===== config.mk =====
export PLATFORM = sky130hd
export DESIGN_NAME = btn_conditioner_flat
export DESIGN_NICKNAME = d
export VERILOG_FILES = /design/src/rtl/btn_conditioner_if.sv /design/src/rtl/btn_conditioner.sv /design/src/flat_wrapper.sv
export SDC_FILE = /design/constraint.sdc
export NUM_CORES = 1
export LEC_CHECK = 0
export CAP_MARGIN = 20
export CELL_PAD_IN_SITES_DETAIL_PLACEMENT = 0
export CELL_PAD_IN_SITES_GLOBAL_PLACEMENT = 1
export CORE_ASPECT_RATIO = 1.1
export CORE_MARGIN = 2
export CORE_UTILIZATION = 45
export CTS_CLUSTER_DIAMETER = 30
export DETAILED_ROUTE_END_ITERATION = 10
export PLACE_DENSITY_LB_ADDON = 0.1
export SLEW_MARGIN = 20
export SYNTH_ARGS = -nofsm -noshare
export SYNTH_HDL_FRONTEND = slang
export SYNTH_SLANG_ARGS = --single-unit
export TNS_END_PERCENT = 30

===== constraint.sdc =====
create_clock -name clock -period 2.15 [get_ports clock]
set_input_delay 0.215 -clock clock [delete_from_list [all_inputs] [get_ports clock]]
set_output_delay 0.215 -clock clock [all_outputs]
set_load 0.02 [all_outputs]

===== src/rtl/btn_conditioner_if.sv =====
// Conditioned push-button bundle: raw level in, debounced events and level out.
// press/release_pulse/long_press are single-cycle strobes; pressed is a steady level.
interface btn_conditioner_if;
    logic btn_raw;
    logic press;
    logic release_pulse;
    logic long_press;
    logic pressed;

    modport master (
        input  btn_raw,
        output press,
        output release_pulse,
        output long_press,
        output pressed
    );

    modport slave (
        output btn_raw,
        input  press,
        input  release_pulse,
        input  long_press,
        input  pressed
    );
endinterface


===== src/rtl/btn_conditioner.sv =====
// Push-button front end: two-flop synchroniser, debounce FSM, long-press timer.
// All outputs are registered; state is exposed for debug.
module btn_conditioner #(
    parameter int DEBOUNCE_CYCLES   = 4,
    parameter int LONG_PRESS_CYCLES = 20
) (
    input  logic              clock,
    input  logic              reset,
    btn_conditioner_if.master btn,
    output logic [1:0]        state
);
    localparam int CW = $clog2(DEBOUNCE_CYCLES + 1);
    localparam int HW = $clog2(LONG_PRESS_CYCLES + 1);
    localparam logic [CW-1:0] CNT_DONE  = CW'(DEBOUNCE_CYCLES);
    localparam logic [CW-1:0] CNT_ONE   = CW'(1);
    localparam logic [HW-1:0] HOLD_MAX  = HW'(LONG_PRESS_CYCLES);
    localparam logic [HW-1:0] HOLD_LAST = HW'(LONG_PRESS_CYCLES - 1);

    typedef enum logic [1:0] {
        RELEASED   = 2'd0,
        PRESS_DB   = 2'd1,
        HELD       = 2'd2,
        RELEASE_DB = 2'd3
    } state_t;

    state_t        cur;
    state_t        nxt;
    logic          s1;
    logic          btn_sync;
    logic [CW-1:0] cnt;
    logic [CW-1:0] cnt_d;
    logic [HW-1:0] hcnt;
    logic [HW-1:0] hcnt_d;
    logic          press_d;
    logic          release_d;
    logic          long_d;
    logic          pressed_d;

    always_ff @(posedge clock or posedge reset) begin
        if (reset) begin
            s1       <= 1'b0;
            btn_sync <= 1'b0;
        end else begin
            s1       <= btn.btn_raw;
            btn_sync <= s1;
        end
    end

    always_ff @(posedge clock or posedge reset) begin
        if (reset) begin
            cur               <= RELEASED;
            cnt               <= '0;
            hcnt              <= '0;
            btn.press         <= 1'b0;
            btn.release_pulse <= 1'b0;
            btn.long_press    <= 1'b0;
            btn.pressed       <= 1'b0;
        end else begin
            cur               <= nxt;
            cnt               <= cnt_d;
            hcnt              <= hcnt_d;
            btn.press         <= press_d;
            btn.release_pulse <= release_d;
            btn.long_press    <= long_d;
            btn.pressed       <= pressed_d;
        end
    end

    always_comb begin
        nxt    = cur;
        cnt_d  = cnt;
        hcnt_d = hcnt;
        case (cur)
            RELEASED: begin
                if (btn_sync) begin
                    nxt   = PRESS_DB;
                    cnt_d = CNT_ONE;
                end
            end
            PRESS_DB: begin
                if (!btn_sync) begin
                    nxt = RELEASED;
                end else if (cnt == CNT_DONE) begin
                    nxt    = HELD;
                    hcnt_d = '0;
                end else begin
                    cnt_d = cnt + CNT_ONE;
                end
            end
            HELD: begin
                if (!btn_sync) begin
                    nxt   = RELEASE_DB;
                    cnt_d = CNT_ONE;
                end
            end
            RELEASE_DB: begin
                // A bounce back to 1 resumes HELD without clearing the hold timer.
                if (btn_sync) begin
                    nxt = HELD;
                end else if (cnt == CNT_DONE) begin
                    nxt = RELEASED;
                end else begin
                    cnt_d = cnt + CNT_ONE;
                end
            end
            default: nxt = RELEASED;
        endcase
        if ((cur == HELD || cur == RELEASE_DB) && hcnt != HOLD_MAX) begin
            hcnt_d = hcnt + HW'(1);
        end
    end

    always_comb begin
        press_d   = (cur == PRESS_DB) && btn_sync && (cnt == CNT_DONE);
        release_d = (cur == RELEASE_DB) && !btn_sync && (cnt == CNT_DONE);
        // An accepted release on the same edge suppresses the long press.
        long_d    = (cur == HELD || cur == RELEASE_DB) && (hcnt == HOLD_LAST) && !release_d;
        pressed_d = (nxt == HELD) || (nxt == RELEASE_DB);
        state     = cur;
    end
endmodule

===== src/flat_wrapper.sv =====
// flat-port wrapper written by rule: the top's interface ports become plain ports
module btn_conditioner_flat 
#(
    parameter int DEBOUNCE_CYCLES   = 4,
    parameter int LONG_PRESS_CYCLES = 20
)
  (clock, reset, state, btn_btn_raw, btn_press, btn_release_pulse, btn_long_press, btn_pressed);
  btn_conditioner_if btn_i ();
  input  logic clock;
  input  logic reset;
  output logic [1:0] state;
  input wire logic [$bits(btn_i.btn_raw)-1:0] btn_btn_raw;
  output wire logic [$bits(btn_i.press)-1:0] btn_press;
  output wire logic [$bits(btn_i.release_pulse)-1:0] btn_release_pulse;
  output wire logic [$bits(btn_i.long_press)-1:0] btn_long_press;
  output wire logic [$bits(btn_i.pressed)-1:0] btn_pressed;
  assign btn_i.btn_raw = btn_btn_raw;
  assign btn_press = btn_i.press;
  assign btn_release_pulse = btn_i.release_pulse;
  assign btn_long_press = btn_i.long_press;
  assign btn_pressed = btn_i.pressed;
  btn_conditioner #(.DEBOUNCE_CYCLES(DEBOUNCE_CYCLES), .LONG_PRESS_CYCLES(LONG_PRESS_CYCLES)) u_core (.clock(clock), .reset(reset), .btn(btn_i), .state(state));
endmodule

==> out/summary.txt, run 1 <==
RUN STATUS
--------------------------------------------------------------------------------------------------
Outcome .............................................................................    completed

SYNTHESIS
--------------------------------------------------------------------------------------------------
Adder and majority gate portion of the synthesized area .............................        6.54%
Proportion of synthesized chip area in sequential cells .............................        52.3%
Count of synthesis-stage warnings from yosys ........................................            0
Number of flops mapped to enable cells by yosys .....................................            0
Largest family of logic cells by synthesized area ................................... simple AND/OR/NAND/NOR gates
Fraction of synthesized area in multiplexers ........................................        5.72%
Share of synthesized registers carrying an async set or reset .......................         100%
Number of instances in the synthesized netlist ......................................           61
Count of different cell masters after synthesis .....................................           26
Largest area contributor in the synthesized netlist .................................      dfrtp_1
Syn Nets ............................................................................           68
Number of storage elements in the synthesis netlist .................................           16
Synth Area in Compound Gates ........................................................        9.48%
Top cells by area in the synthesized netlist ........................................ dfrtp_1 52%, ha_1 6.5%, mux2_2 4.4%
Netlist area before placement .......................................................     766 um^2
Synth Area in Simple Gates ..........................................................        18.8%
XOR/XNOR Fraction of Synth Area .....................................................        3.27%
Area fraction of the dominant cell type after synthesis .............................        52.3%
Synth Flop Type .....................................................................      dfrtp_1
Synth Area per Inst .................................................................    12.6 um^2
Leading cell types by count after synthesis ......................................... 16 x dfrtp_1, 6 x inv_1, 4 x ha_1
Most common cell in the netlist .....................................................      dfrtp_1

ROUTE
--------------------------------------------------------------------------------------------------
Aggregate routed wire length ........................................................      1160 um
Number of nets with antenna violations after detailed routing .......................            0
Avg Vias per Cell ...................................................................         5.36
Overall via count from detail_route .................................................          472
DR iter-0 viols .....................................................................            1
DR WL/cell ..........................................................................      13.2 um
DRC viols ...........................................................................            0
Iteration count of the initial detailed-routing pass ................................            3

DIE
--------------------------------------------------------------------------------------------------
Die span in x .......................................................................      43.3 um
Core area ...........................................................................    1580 um^2
Initial core utilization ............................................................        48.6%
Floorplan die area ..................................................................    2050 um^2
Core Rows ...........................................................................           15
Total I/O pin count .................................................................            9
Floorplan die height ................................................................      47.3 um

CRITICAL PATH
--------------------------------------------------------------------------------------------------
Cell breakdown of the critical path ................................................. clkdlybuf4s50_1
WP buf/inv ..........................................................................            1
Slowest cell delay on critical path .................................................      0.67 ns
Worst setup path endpoint ...........................................................     state[1]
Slowest-stage cell, CP .............................................................. clkdlybuf4s50_1
Classification of the worst setup path ..............................................   reg -> out
Start of the worst register-to-register path ........................................ u_core.cnt[0]
Crit path arrival time ..............................................................      1.51 ns
Top Family by Delay on Critical Path ................................................ buffers and inverters
Element type at the critical path start .............................................    flip-flop
Crit-path max FO ....................................................................           10
Crit. path cell count ...............................................................            1
Type of destination of the critical path ............................................ primary output
R2r endpoint ........................................................................ u_core.hcnt[2]
Reg2Reg Depth .......................................................................            5
Setup slack of the most critical reg-to-reg path ....................................      0.63 ns
Critical path required time .........................................................      1.93 ns
Critical Path Source ................................................................ u_core.state[1]

STA
--------------------------------------------------------------------------------------------------
Sum of negative setup slack .........................................................         0 ns
Max-slew headroom at the worst pin ..................................................        59.5%
Final period demand of the worst path ...............................................      1.73 ns
Slew Viols, Final ...................................................................            0
Worst setup slack after layout ......................................................     0.423 ns
Max Clock Freq ......................................................................    0.579 GHz
Final Hold Violating Endpoints ......................................................            0
Final setup fails ...................................................................            0
Actual slew at the worst max-slew pin ...............................................     0.607 ns
Setup Skew ..........................................................................   0.00234 ns
Setup repair after global routing missed its margin .................................           no
Crit share post-route ...............................................................        80.3%

CLOCK NETWORK
--------------------------------------------------------------------------------------------------
Clock transition time at the flip-flop clock pins of the worst setup and hold paths .      0.09 ns
Htree depth .........................................................................            1
Clock latency of the later-clocked register in the worst-skew pair ..................      0.27 ns
Clk Tree Root Cell ..................................................................     clkbuf_4
CTS max path bufs ...................................................................            2
TritonCTS clock tree ................................................................        built
Post-CTS Setup Repair Bufs ..........................................................            0
Clock sink total ....................................................................           16
Clock buffers created by TritonCTS ..................................................            3
Cts-stage hold buffer count .........................................................            0
PostCTS Resize Cnt ..................................................................            0

GLOBAL ROUTE
--------------------------------------------------------------------------------------------------
Total routing resource utilization after global routing .............................        14.5%
Total gr overflow ...................................................................            0
Busiest layer in global routing .....................................................         met2
Number of antenna violations at the first check in global routing ...................            0
M2 GR Usage .........................................................................        24.5%
Pin count of the biggest net entering global routing ................................           17
Wire length of the first global-routing pass ........................................      2010 um
Global Route met3 Usage .............................................................        3.46%
Met1 routing resource usage after global routing ....................................        16.1%
Number of global-route vias before repair ...........................................          469

PLACE
--------------------------------------------------------------------------------------------------
Final HPWL from detailed placement ..................................................       857 um
Worst slack at placement ............................................................     0.632 ns
Final weighted congestion in routability-driven placement ...........................        0.746
Number of buffers added on ports ....................................................            8

MIN PATH
--------------------------------------------------------------------------------------------------
Min-delay worst type ................................................................  in -> async

FINISH
--------------------------------------------------------------------------------------------------
Area growth, synth to finish ........................................................        15.2%
Area used by sequential logic in the layout .........................................     400 um^2
Filler cell count ...................................................................          136
Final Util ..........................................................................        56.0%
Antenna fix cells ...................................................................            0
Area of the multi-input gates .......................................................     335 um^2
Final net count .....................................................................           80
Share of cells above drive strength 1 ...............................................        21.1%

POWER
--------------------------------------------------------------------------------------------------
Peak supply drop ....................................................................     0.799 mV
Cell area power density ............................................................. 1270 nW/um^2
Cell leakage power ..................................................................  0.000421 uW

JOB
--------------------------------------------------------------------------------------------------
Count of maximum capacitance violations .............................................            0

-- through the flow --
stage	cell area, um^2	std cells	power (uW)	hold slack [ns]
global route	882	88	1210	0.372
floorplan	766	61	857	0.129
detailed placement	860	85	985	0.350
global placement	860	85	979	0.333
finish	882	88	1120	0.302
CTS	882	88	1140	0.318
-- kinds of logic (layout without fill, tap and decap cells) --
| logic type | after synthesis | after routing |
|---|---|---|
| multiplexers | 4 | 4 |
| AO/OA/AOI/OAI | 8 | 8 |
| buffers and inverters | 7 | 17 |
| adder cells (fa/ha/maj) | 4 | 4 |
| AND/OR/NAND/NOR | 20 | 20 |
| XOR/XNOR | 2 | 2 |
| flip-flops | 16 | 16 |
-- power by group --
part | switching, uW | internal (uW)
logic | 205 | 245
clock network | 84.0 | 64.8
registers | 124 | 397
total | 413 | 706
-- state kept, by name, summed over array words and instances (netlist names) --
name	count
u_core.state	2
u_core.hcnt	5
u_core.btn_sync	1
u_core.s1	1
u_core.btn.release_pulse	1
u_core.btn.pressed	1
u_core.btn.long_press	1
u_core.cnt	3
u_core.btn.press	1
-- cell usage in the layout (no fill, tap or decap), types with 3 or more instances in the layout --
cell type        instances
clkdlybuf4s50_1          8
nand2_1                  3
ha_1                     4
mux2_2                   3
clkbuf_4                 3
and2_1                   3
inv_1                    6
dfrtp_1                 16
nor2_1                   3
-- final cells by class --
| class | count | area share, % |
|---|---|---|
| clock buffer | 3 | 2.55 |
| tap | 17 | 2.41 |
| sequential | 16 | 45.4 |
| timing repair buffer | 8 | 9.08 |
| inverter | 6 | 2.55 |
| multi-input combinational | 38 | 38.0 |
-- worst min-delay path by stage --
stage               cells after the start                    end       from  slack (ns)
floorplan                               1  u_core.btn.long_press      reset        0.13
global placement                        0        u_core.btn_sync  u_core.s1        0.33
detailed placement                      0        u_core.btn_sync  u_core.s1        0.35
CTS                                     2              u_core.s1      reset        0.32
global route                            2          u_core.cnt[2]      reset        0.37
finish                                  2          u_core.cnt[2]      reset        0.30
-- metal layers --
metal	routed length [um]	part of all wire, %
met1	487	42
met2	594	51
met3	43	3.7
met4	36	3.1
met5	0	0
(Power assumes the default switching activity.)
==> inputs of run 2 (changes only) <==
CORE_UTILIZATION = 38   (was 45)
clock period = 1.45 ns   (was 2.15 ns; I/O delays follow)
==> run 2 against run 1 <==
  * Worst hold slack got worse by 0.13 ns
  * Clock-buffer cell count rose by 1
  * Design area rose by 10%
  * Critical endpoint is now u_core.hcnt[4]
  * Sequential share of layout area fell by 4.3 points
  * Sequential power rose by 38%
  * Clock power rose by 91%
  * Cell count rose by 22%
  * Critical path depth rose by 4
  * Via count rose by 1.9%
==> out/summary.txt, run 2 (synthesized netlist as in run 1, its figures left out) <==
RUN STATUS
--------------------------------------------------------------------------------------------------
Outcome .............................................................................    completed

DIE
--------------------------------------------------------------------------------------------------
Core area ...........................................................................    1960 um^2
Floorplan die height ................................................................      51.1 um
Core Rows ...........................................................................           17
Floorplan die area ..................................................................    2390 um^2
Total I/O pin count .................................................................            9
Die span in x .......................................................................      46.8 um
Initial core utilization ............................................................        39.1%

CRITICAL PATH
--------------------------------------------------------------------------------------------------
Critical path required time .........................................................      1.61 ns
Type of destination of the critical path ............................................    flip-flop
Top Family by Delay on Critical Path ................................................ compound AO/OA/AOI/OAI gates
Crit-path max FO ....................................................................            5
Cell breakdown of the critical path ................................................. inv_2 > ha_4 > nand3_4 > a2bb2oi_2 > a221o_1
Crit. path cell count ...............................................................            5
Setup slack of the most critical reg-to-reg path ....................................      0.07 ns
Element type at the critical path start .............................................    flip-flop
Classification of the worst setup path ..............................................   reg -> reg
WP buf/inv ..........................................................................            1
Slowest cell delay on critical path .................................................      0.40 ns
Crit path arrival time ..............................................................      1.54 ns
Slowest-stage cell, CP ..............................................................      dfrtp_1
Reg2Reg Depth .......................................................................            5

GLOBAL ROUTE
--------------------------------------------------------------------------------------------------
Total gr overflow ...................................................................            0
Pin count of the biggest net entering global routing ................................           17
Wire length of the first global-routing pass ........................................      1930 um
Number of global-route vias before repair ...........................................          450
Total routing resource utilization after global routing .............................        11.5%
Number of antenna violations at the first check in global routing ...................            0

ROUTE
--------------------------------------------------------------------------------------------------
Number of nets with antenna violations after detailed routing .......................            0
DRC viols ...........................................................................            0
Iteration count of the initial detailed-routing pass ................................            2
DR iter-0 viols .....................................................................            6
Overall via count from detail_route .................................................          481
Avg Vias per Cell ...................................................................         4.50
Aggregate routed wire length ........................................................      1220 um
DR WL/cell ..........................................................................      11.4 um

STA
--------------------------------------------------------------------------------------------------
Final Hold Violating Endpoints ......................................................            0
Final period demand of the worst path ...............................................      1.38 ns
Worst hold margin ...................................................................     0.169 ns
Actual slew at the worst max-slew pin ...............................................     0.254 ns
Worst setup slack after layout ......................................................    0.0720 ns
Final setup fails ...................................................................            0
Sum of negative setup slack .........................................................         0 ns
Max Clock Freq ......................................................................    0.726 GHz
Crit share post-route ...............................................................        95.0%
Setup Skew ..........................................................................   0.00483 ns
Setup repair after global routing missed its margin .................................           no
Slew Viols, Final ...................................................................            0
Max-slew headroom at the worst pin ..................................................        83.1%

POWER
--------------------------------------------------------------------------------------------------
Cell leakage power ..................................................................  0.000466 uW
Peak supply drop ....................................................................     0.989 mV
Cell area power density ............................................................. 1900 nW/um^2

PLACE
--------------------------------------------------------------------------------------------------
Worst slack at placement ............................................................    0.0201 ns
Post-detailed-placement cell area ...................................................     926 um^2
Final weighted congestion in routability-driven placement ...........................        0.695
Final HPWL from detailed placement ..................................................       904 um
Number of buffers added on ports ....................................................            8

CLOCK NETWORK
--------------------------------------------------------------------------------------------------
Htree depth .........................................................................            1
Clk Tree Root Cell ..................................................................     clkbuf_4
Clock buffers created by TritonCTS ..................................................            3
Clock transition time at the flip-flop clock pins of the worst setup and hold paths .      0.09 ns
CTS max path bufs ...................................................................            2
Clock latency of the later-clocked register in the worst-skew pair ..................      0.28 ns
Post-CTS Setup Repair Bufs ..........................................................            0
Cts-stage hold buffer count .........................................................            0
TritonCTS clock tree ................................................................        built
Clock sink total ....................................................................           16

FINISH
--------------------------------------------------------------------------------------------------
Antenna fix cells ...................................................................            0
Final instance area .................................................................     975 um^2
Highest-count cells in the layout ignoring fill and taps ............................ 16 x dfrtp_1, 7 x buf_4, 6 x clkdlybuf4s50_1, 4 x inv_1
Reg with most FFs ...................................................................  u_core.hcnt
Share of cells above drive strength 1 ...............................................        34.2%
Final net count .....................................................................           87
Area growth, synth to finish ........................................................        27.3%
Most frequent standard cell in the layout excluding fill and tap cells ..............      dfrtp_1
Number of flip-flops under the largest register name ................................            5

JOB
--------------------------------------------------------------------------------------------------
Count of maximum capacitance violations .............................................            0

MIN PATH
--------------------------------------------------------------------------------------------------
Min-delay worst type ................................................................  in -> async

==> run 2: cell count changes in the layout (fill, tap and decap cells not counted), moves of 2 or more <==
| cell | before | now |
|---|---|---|
| clkdlybuf4s50_1 | 8 | 6 |
| buf_4 | 0 | 7 |
| inv_2 | 0 | 2 |
| dlygate4sd2_1 | 0 | 2 |
| inv_1 | 6 | 4 |
==> run 2: final cells by class <==
type,instances,area [um^2]
sequential,16,400
tap,28,35.0
inverter,6,22.5
multi-input combinational,38,350
fill,189,982
timing repair buffer,15,130
clock buffer,4,36.3
==> run 2: worst paths after layout <==
| check | from | to |
|---|---|---|
| hold / removal | reset | u_core.cnt[0] |
| hold reg to reg | u_core.s1 | u_core.btn_sync |
| setup reg to reg | u_core.cnt[1] | u_core.hcnt[4] |
| setup / recovery | u_core.cnt[1] | u_core.hcnt[4] |
| max in group asynchronous | reset | u_core.cnt[2] |
| min in group clock | btn_btn_raw | u_core.s1 |
==> run 2: through the flow <==
step | power [uW] | util, % | instances
after floorplan | 1270 | - | 61
after global placement | 1550 | 47.3 | 103
after detailed placement | 1560 | 47.3 | 103
after CTS | 1830 | 49.0 | 107
after global routing | 2000 | 49.8 | 107
final | 1850 | 49.8 | 107
==> run 2: metal layers <==
metal / vias up / part of all wire, % / track usage (%)
li1: 246 / - / -
met1: 229 / 49 / 15.7
met2: 4 / 47 / 17.1
met3: 2 / 2.8 / 3.18
met4: 0 / 0.98 / 4.17
met5: - / 0 / 0
==> run 2: timing repair <==
action	in CTS	in global routing
resized for setup	2	6
setup endpoints to repair	2	2
pin swaps	0	1
==> run 2: power breakdown <==
group | switching [uW] | total [uW] | leakage, uW | internal [uW]
Clock | 131 | 284 | 0.0000210 | 152
Sequential | 133 | 721 | 0.000203 | 588
Combinational | 388 | 848 | 0.000242 | 460
==> run 2: worst min-delay path: cells and delay by family <==
kind                   cells  cell delay [ns]
buffers and inverters      3             0.68
==> inputs of run 3 (changes only) <==
CORE_MARGIN = 3   (was 2)
==> run 3 against run 2 <==
  * Maximum frequency fell by 0.19%
  * Clock power rose by 6%
  * First-iteration DRC count up 120%
  * Highest routed layer unchanged
  * Clock skew increased by 0.00055 ns
  * Register-to-register slack about the same
  * Critical path type unchanged
==> out/summary.txt, run 3 (synthesized netlist as in run 1, its figures left out) <==
ROUTE
--------------------------------------------------------------------------------------------------
Overall via count from detail_route .................................................          510
Avg Vias per Cell ...................................................................         4.72
DR WL/cell ..........................................................................      11.7 um
DR iter-0 viols .....................................................................           13
Aggregate routed wire length ........................................................      1270 um
Iteration count of the initial detailed-routing pass ................................            3
DRC viols ...........................................................................            0
Number of nets with antenna violations after detailed routing .......................            0

GLOBAL ROUTE
--------------------------------------------------------------------------------------------------
Total gr overflow ...................................................................            0
Total routing resource utilization after global routing .............................        12.1%
Number of global-route vias before repair ...........................................          504
Number of antenna violations at the first check in global routing ...................            0
Pin count of the biggest net entering global routing ................................           17
Wire length of the first global-routing pass ........................................      2190 um

CLOCK NETWORK
--------------------------------------------------------------------------------------------------
Htree depth .........................................................................            1
Clock transition time at the flip-flop clock pins of the worst setup and hold paths .      0.10 ns
Clk Tree Root Cell ..................................................................     clkbuf_4
Clock buffers created by TritonCTS ..................................................            3
Clock latency of the later-clocked register in the worst-skew pair ..................      0.29 ns
Clock sink total ....................................................................           16
CTS max path bufs ...................................................................            2
TritonCTS clock tree ................................................................        built

STA
--------------------------------------------------------------------------------------------------
Setup repair after global routing missed its margin .................................           no
Final period demand of the worst path ...............................................      1.38 ns
Actual slew at the worst max-slew pin ...............................................     0.279 ns
Slew Viols, Final ...................................................................            0
Crit share post-route ...............................................................        95.2%
Setup Skew ..........................................................................   0.00539 ns
Max-slew headroom at the worst pin ..................................................        81.4%
Final setup fails ...................................................................            0
Max Clock Freq ......................................................................    0.724 GHz
Worst setup slack after layout ......................................................    0.0694 ns
Final Hold Violating Endpoints ......................................................            0

FINISH
--------------------------------------------------------------------------------------------------
Number of flip-flops under the largest register name ................................            5
Most frequent standard cell in the layout excluding fill and tap cells ..............      dfrtp_1
Share of cells above drive strength 1 ...............................................        35.8%
Final non-filler cell total .........................................................          108
Filler cell count ...................................................................          171
Final instance area .................................................................    1000 um^2
Final net count .....................................................................           89
Area growth, synth to finish ........................................................        30.9%
Antenna fix cells ...................................................................            0
Reg with most FFs ...................................................................  u_core.hcnt
Area of the multi-input gates .......................................................     364 um^2
Area used by sequential logic in the layout .........................................     400 um^2
Highest-count cells in the layout ignoring fill and taps ............................ 16 x dfrtp_1, 9 x buf_4, 6 x clkdlybuf4s50_1, 5 x inv_1

POWER
--------------------------------------------------------------------------------------------------
Peak supply drop ....................................................................     0.832 mV
Reported net switching power ........................................................       687 uW
Cell leakage power ..................................................................  0.000479 uW
Proportion of power drawn by the clock network ......................................        15.6%
Switching power as a share of total power ...........................................        35.5%
Share of power burned in combinational logic ........................................        47.3%
Cell area power density ............................................................. 1930 nW/um^2
Internal power ......................................................................      1250 uW
Sequential power share ..............................................................        37.1%

DIE
--------------------------------------------------------------------------------------------------
Floorplan die area ..................................................................    2590 um^2
Core area ...........................................................................    1840 um^2
Initial core utilization ............................................................        41.6%
Die span in x .......................................................................      48.8 um
Floorplan die height ................................................................      53.1 um
Core Rows ...........................................................................           16
Total I/O pin count .................................................................            9

PLACE
--------------------------------------------------------------------------------------------------
Worst slack at placement ............................................................  -0.00748 ns
Number of buffers added on ports ....................................................            8
Number of placed instances, taps included ...........................................          102
Final weighted congestion in routability-driven placement ...........................        0.680
Post-detailed-placement cell area ...................................................     925 um^2
Final HPWL from detailed placement ..................................................       892 um

CRITICAL PATH
--------------------------------------------------------------------------------------------------
Type of destination of the critical path ............................................    flip-flop
Classification of the worst setup path ..............................................   reg -> reg
Setup slack of the most critical reg-to-reg path ....................................      0.07 ns
Crit-path max FO ....................................................................            5
Crit path arrival time ..............................................................      1.57 ns
Critical path required time .........................................................      1.64 ns
Element type at the critical path start .............................................    flip-flop

JOB
--------------------------------------------------------------------------------------------------
Count of maximum capacitance violations .............................................            0

RUN STATUS
--------------------------------------------------------------------------------------------------
Outcome .............................................................................    completed

MIN PATH
--------------------------------------------------------------------------------------------------
Min-delay worst type ................................................................  in -> async

## run 3: cell types whose count changed in the layout (fill, tap and decap cells not counted)
cell and delta:
buf_4 +2, a2bb2oi_2 -1, a2bb2oi_4 +1, inv_1 +1
inv_2 -1, nor2_1 -1, nor2_2 +1
## run 3: metal layers
metal	vias up	wire [um]	track usage, %
met1	244	596	13.9
met5	-	0	0
met3	5	40	2.82
li1	250	-	-
met2	11	573	17.9
met4	0	54	13.3
## run 3: worst max-delay path, cell delays in order (launching register included)
cell and delay [ns]:
dfrtp_1 0.39, inv_1 0.11, ha_4 0.15, nand3_4 0.10, a2bb2oi_4 0.20, a221o_1 0.34
## run 3: repair_timing
item | 4_1_cts | 5_1_grt
setup endpoints to repair | 5 | 3
gates resized for setup | 3 | 6
pin swaps | 0 | 2
setup buffers | 0 | 2
hold buffers | 0 | 0
## run 3: metrics by stage
| step | total power [uW] | setup TNS, ns | util (%) | hold slack (ns) |
|---|---|---|---|---|
| after CTS | 1860 | 0 | 52.2 | 0.140 |
| final | 1930 | 0 | 54.4 | 0.138 |
| after floorplan | 1270 | 0 | - | 0.0587 |
| after detailed placement | 1560 | -0.00826 | 50.2 | 0.343 |
| after global routing | 2090 | 0 | 54.4 | 0.162 |
| after global placement | 1570 | 0 | 50.2 | 0.333 |
## run 3: path summary, 6_finish.rpt
kind | cells after the start | from | end
setup reg to reg | 5 | u_core.cnt[0] | u_core.hcnt[2]
setup / recovery | 5 | u_core.cnt[0] | u_core.hcnt[2]
min in group clock | 1 | btn_btn_raw | u_core.s1
max in group asynchronous | 3 | reset | u_core.btn.pressed
hold / removal | 3 | reset | u_core.hcnt[3]
hold reg to reg | 0 | u_core.s1 | u_core.btn_sync
## run 3: power groups by stage
stage / Sequential, uW / Combinational, uW / Clock [uW]
2_1_floorplan: 769 / 501 / 0
3_3_place_gp: 726 / 840 / 0
3_5_place_dp: 730 / 833 / 0
4_1_cts: 721 / 824 / 314
5_1_grt: 738 / 1020 / 338
6_report: 717 / 916 / 301
## run 3: area by class of cell
| class | count | share of cell area (%) |
|---|---|---|
| tap | 27 | 3.37 |
| sequential | 16 | 40.0 |
| multi-input combinational | 38 | 36.3 |
| inverter | 6 | 2.25 |
| clock buffer | 4 | 3.62 |
| timing repair buffer | 17 | 14.5 |
